===== src/rtl/multi_led_blinker.sv =====
// Multi-channel LED blinker: shared ms-style timebase feeding N_CH independent
// OFF/ON/BLINK/PULSE channels, each with its own half-period counter.
module mlb_chan #(
  parameter int HP_W   = 16,
  parameter int DEF_HP = 500
) (
  input  logic            clk,
  input  logic            rst,
  input  logic            tick,
  input  logic            sync,
  input  logic            we,
  input  logic [3:0]      step,
  input  logic [1:0]      wr_mode,
  input  logic [HP_W-1:0] wr_hp,
  output logic            led
);
  localparam logic [1:0] M_OFF = 2'd0, M_ON = 2'd1, M_BLINK = 2'd2;

  logic [1:0]      mode_q, mode_d;
  logic [HP_W-1:0] hp_q, hp_d, cnt_q, cnt_d, hp_eff;
  logic            phase_q, phase_d, pflag_q, pflag_d, led_q, led_d;
  logic [HP_W:0]   sum;

  always_comb begin
    mode_d  = mode_q;
    hp_d    = hp_q;
    cnt_d   = cnt_q;
    phase_d = phase_q;
    pflag_d = pflag_q;
    hp_eff  = (hp_q == '0) ? HP_W'(1) : hp_q;
    // Extra sum bit so a large step can never alias back below hp_eff.
    sum     = {1'b0, cnt_q} + (HP_W+1)'(step);
    if (tick && !sync) begin
      pflag_d = 1'b0;
      if (mode_q[1]) begin
        if (sum >= {1'b0, hp_eff}) begin
          cnt_d   = '0;
          phase_d = ~phase_q;
          pflag_d = ~phase_q;
        end else begin
          cnt_d = sum[HP_W-1:0];
        end
      end
    end
    if (sync) begin
      cnt_d   = '0;
      phase_d = 1'b0;
      pflag_d = 1'b0;
    end
    if (we) begin
      mode_d  = wr_mode;
      hp_d    = wr_hp;
      cnt_d   = '0;
      phase_d = 1'b0;
      pflag_d = 1'b0;
    end
    case (mode_q)
      M_OFF:   led_d = 1'b0;
      M_ON:    led_d = 1'b1;
      M_BLINK: led_d = phase_q;
      default: led_d = pflag_q;
    endcase
  end

  always_ff @(posedge clk or posedge rst) begin
    if (rst) begin
      mode_q  <= M_OFF;
      hp_q    <= HP_W'(DEF_HP);
      cnt_q   <= '0;
      phase_q <= 1'b0;
      pflag_q <= 1'b0;
      led_q   <= 1'b0;
    end else begin
      mode_q  <= mode_d;
      hp_q    <= hp_d;
      cnt_q   <= cnt_d;
      phase_q <= phase_d;
      pflag_q <= pflag_d;
      led_q   <= led_d;
    end
  end

  assign led = led_q;
endmodule

module multi_led_blinker #(
  parameter int N_CH     = 10,
  parameter int TICK_DIV = 50000,
  parameter int HP_W     = 16,
  parameter int DEF_HP   = 500,
  localparam int CH_W    = (N_CH > 1) ? $clog2(N_CH) : 1
) (
  input  logic            CLOCK_50,
  input  logic            RST,
  input  logic [1:0]      speed,
  input  logic            sync,
  input  logic            cfg_we,
  input  logic [CH_W-1:0] cfg_ch,
  input  logic [1:0]      cfg_mode,
  input  logic [HP_W-1:0] cfg_hp,
  output logic [N_CH-1:0] led,
  output logic            tick
);
  localparam int PW = $clog2(TICK_DIV);

  logic [PW-1:0] presc_q, presc_d;
  logic          tick_q, tick_d;
  logic [3:0]    step;

  always_comb begin
    step    = 4'b0001 << speed;
    tick_d  = (presc_q == PW'(TICK_DIV-1)) && !sync;
    presc_d = (presc_q == PW'(TICK_DIV-1)) ? '0 : presc_q + 1'b1;
    if (sync) presc_d = '0;
  end

  always_ff @(posedge CLOCK_50 or posedge RST) begin
    if (RST) begin
      presc_q <= '0;
      tick_q  <= 1'b0;
    end else begin
      presc_q <= presc_d;
      tick_q  <= tick_d;
    end
  end

  assign tick = tick_q;

  // Channels index-match cfg_ch, so out-of-range writes hit no instance.
  for (genvar i = 0; i < N_CH; i++) begin : g_ch
    mlb_chan #(.HP_W(HP_W), .DEF_HP(DEF_HP)) u_ch (
      .clk     (CLOCK_50),
      .rst     (RST),
      .tick    (tick_q),
      .sync    (sync),
      .we      (cfg_we && (cfg_ch == CH_W'(i))),
      .step    (step),
      .wr_mode (cfg_mode),
      .wr_hp   (cfg_hp),
      .led     (led[i])
    );
  end
endmodule


===== config.mk =====
export PLATFORM = sky130hd
export DESIGN_NAME = multi_led_blinker
export DESIGN_NICKNAME = d
export VERILOG_FILES = /design/src/rtl/multi_led_blinker.sv
export SDC_FILE = /design/constraint.sdc
export NUM_CORES = 1
export LEC_CHECK = 0
export ABC_AREA = 1
export BUFFER_PORTS_ARGS = -buffer_cell sky130_fd_sc_hd__buf_2
export CAP_MARGIN = 30
export CORE_MARGIN = 10
export CORE_UTILIZATION = 55
export CTS_BUF_LIST = sky130_fd_sc_hd__clkbuf_8
export DETAILED_ROUTE_END_ITERATION = 8
export PLACE_DENSITY = 0.71
export SETUP_SLACK_MARGIN = 0.1
export SLEW_MARGIN = 15
export SYNTH_ARGS = -nofsm -noshare
export SYNTH_HDL_FRONTEND = slang
export SYNTH_SLANG_ARGS = --single-unit
export TNS_END_PERCENT = 100

===== constraint.sdc =====
create_clock -name CLOCK_50 -period 19.2 [get_ports CLOCK_50]
set_input_delay 3.84 -clock CLOCK_50 [delete_from_list [all_inputs] [get_ports CLOCK_50]]
set_output_delay 3.84 -clock CLOCK_50 [all_outputs]
set_load 0.1 [all_outputs]

==> results.cfg <==
[critical_path]
r2r-end = g_ch[0].u_ch.cnt_q[12]
reg2reg_slack_ns = 15.31
cp_max_fo = 13
worstPathArrival_ns = 8.07
cp-end-kind = register
reg2reg_depth = 24
worstReg2RegStart = g_ch[0].u_ch.cnt_q[1]
crit_slowest_cell = nand2_1
cp_slowest_stage_delay_ns = 0.65
criticalPathCategory = primary input to register
critPathLaunchType = primary input
cp.required_ns = 19.72
crit_top_cell = nand2_1
crit_buf_inv = 6
cp.depth = 26
crit_family = simple AND/OR/NAND/NOR gates

[sta]
finalHoldViolCount = 0
setup_violations = 0
setup_slack_ns = 11.65
maxSlewViolCount = 0
fin_crit_sh = 0.393
setup_tns_ns = 0
slew_headroom = 0.403
tightest_slew_ns = 0.893
fmax_mhz = 132
fin_worst_skew_ns = 0.0401
grt_setup_unrepaired = no
finalCriticalPeriod_ns = 7.55

[clock_network]
cts_sinks = 387
h-tree-depth = 3
numCtsBuffers = 73
post_cts.repair.setup_buffers = 0
cts_hold_buf = 0
ctsResizeCount = 0
clk_latency_ns = 0.66
cts_root_buffer = clkbuf_8
cts_buffer_depth = 3
clk_pin_slew_ns = 0.06
cts_tree = built

[floorplanning]
pin_count = 39
coreArea_sq_mm = 0.0452
die_area_sq_mm = 0.0544
rows = 78
die_h_um = 233
start_util = 0.554
die_x_um = 233

[cells_and_area]
drive_gt1_frac = 0.104
antennaDiodeCount = 0
final_util = 0.604
area.growth.synth_to_final_pct = 9.08
nNetsFinal = 3592

[status]
status = completed

[power]
p_int_mw = 1.57
power_mw = 2.34
seq_power_share = 0.424
power_density_mw_per_mm2 = 85.6
leakagePower_nw = 14.5
power_frac_clock = 0.366
p_sw_mw = 0.765
switching_share = 0.327
pwr-share-comb = 0.210
ir_worst_vdd_mv = 0.0732

[synthesis]
syn_area_per_cell_sq_um = 7.50
synth-seq-cells = 387
async_reset_ff_frac = 1.00
synth_nets = 3555
synth_top_area_share = 0.327
yosysUniqueCellTypes = 63
synth_top_cell_by_area = dfrtp_1
synth-edff-count = 0
ys_warn_count = 0
synthCells = 3336
yosys-top-cells-area = dfrtp_1, nand2_1, ha_1
synth.yosys.seq_area_share = 0.390
synth_flop_cell = dfrtp_1
syn_area_sq_mm = 0.0250

[route]
vias = 21900
drt_iter0_markers = 2021
drtPass1Iterations = 6
drc = 0
drt_wl_total_um = 67200
viasPerCell = 5.43
wl_per_cell_um = 16.7
ant_nets = 0

[placed_design]
port_buffers = 38
dp_hpwl_um = 47200
gp_congestion = 0.944
place_ws_ns = 11.10

[min_path]
min_path_cells = 1
min-delay-start = presc_q[0]
hold_end = presc_q[0]
hold_class = register to register

[global_routing]
grt_max_degree = 148
grt.overflow.total = 0
grt_usage = 0.249
grt_pass1_vias = 21100
antenna_found_initial = 0
grt_pass1_wl_um = 109000

[flow_run]
drv_cap = 0
[power by group through the flow]
stage                     clock network (mW)  registers (mW)  logic [mW]
after global routing                   0.913            1.00       0.558
final                                  0.857           0.991       0.491
after detailed placement                   0            1.00       0.487
after CTS                              0.874           0.990       0.489
after floorplan                            0           0.991       0.368
after global placement                     0            1.00       0.465
[metal layers]
layer,GRT usage,up-vias,part of all wire
met3,0.0430,120,0.071
met1,0.331,10400,0.44
met2,0.404,624,0.46
met4,0.0830,0,0.025
met5,0,-,0
li1,-,10800,-
[cell usage after synthesis (all sizes together) (52+ instances only)]
cell type	number
nand2	954
inv	599
o21ai	287
dfstp	60
ha	191
xor2	74
clkbuf	66
nand4	93
nor3	52
nor2	168
a21oi	70
nand3	156
dfrtp	327
[state kept, by name (all words and copies together) (netlist names)]
| register | flops |
|---|---|
| g_ch.u_ch.cnt_q | 160 |
| tick | 1 |
| g_ch.u_ch.led | 10 |
| g_ch.u_ch.phase_q | 10 |
| g_ch.u_ch.pflag_q | 10 |
| presc_q | 16 |
| g_ch.u_ch.hp_q | 160 |
| g_ch.u_ch.mode_q | 20 |
[through the flow]
stage               cells  hold WS [ns]  instance area (sq um)
detailed placement   3895         0.461                  25700
floorplan            3336         0.433                  25000
CTS                  4027         0.468                  27200
finish               4030         0.461                  27300
global route         4030         0.502                  27300
global placement     3893         0.453                  25700
[worst max path at each step]
stage / slack (ns) / startpoint / to
floorplan: 4.70 / RST / g_ch[0].u_ch.cnt_q[0]
global placement: 11.02 / speed[1] / g_ch[0].u_ch.cnt_q[11]
detailed placement: 11.10 / speed[1] / g_ch[0].u_ch.cnt_q[12]
CTS: 11.79 / speed[1] / g_ch[0].u_ch.cnt_q[12]
global route: 11.30 / speed[1] / g_ch[0].u_ch.cnt_q[12]
finish: 11.65 / speed[1] / g_ch[0].u_ch.cnt_q[12]
[cell families after synthesis]
logic type	count (synthesis)	synth area share
simple gates	1487	0.259
buf+inv	701	0.110
compound gates	481	0.114
flops	387	0.390
fa+ha+maj	191	0.0955
xor+xnor	89	0.0323
[cell type report]
cell class / instances / area [sq um]
repair buffers: 61 / 427
clock inverters: 37 / 241
multi-input cells: 2248 / 12600
flip-flops and latches: 387 / 9760
well taps: 600 / 751
fillers: 3982 / 17900
inverters: 602 / 2270
clock buffers: 95 / 1310
[placed cells by master, fill, tap and decap left out, types with 27 or more instances in the layout]
| master | n |
|---|---|
| o21ai_1 | 35 |
| o21ai_0 | 228 |
| nand2_1 | 923 |
| clkbuf_8 | 95 |
| nand4_1 | 84 |
| nor4_1 | 27 |
| dfstp_2 | 60 |
| ha_1 | 191 |
| dfrtp_1 | 327 |
| nand3_1 | 153 |
| a21oi_1 | 67 |
| inv_1 | 613 |
| o22ai_1 | 28 |
| xor2_1 | 72 |
| nor3_1 | 52 |
| o21bai_1 | 36 |
| buf_2 | 38 |
| nand2_2 | 29 |
| nor2_1 | 146 |
(Power assumes the default switching activity.)
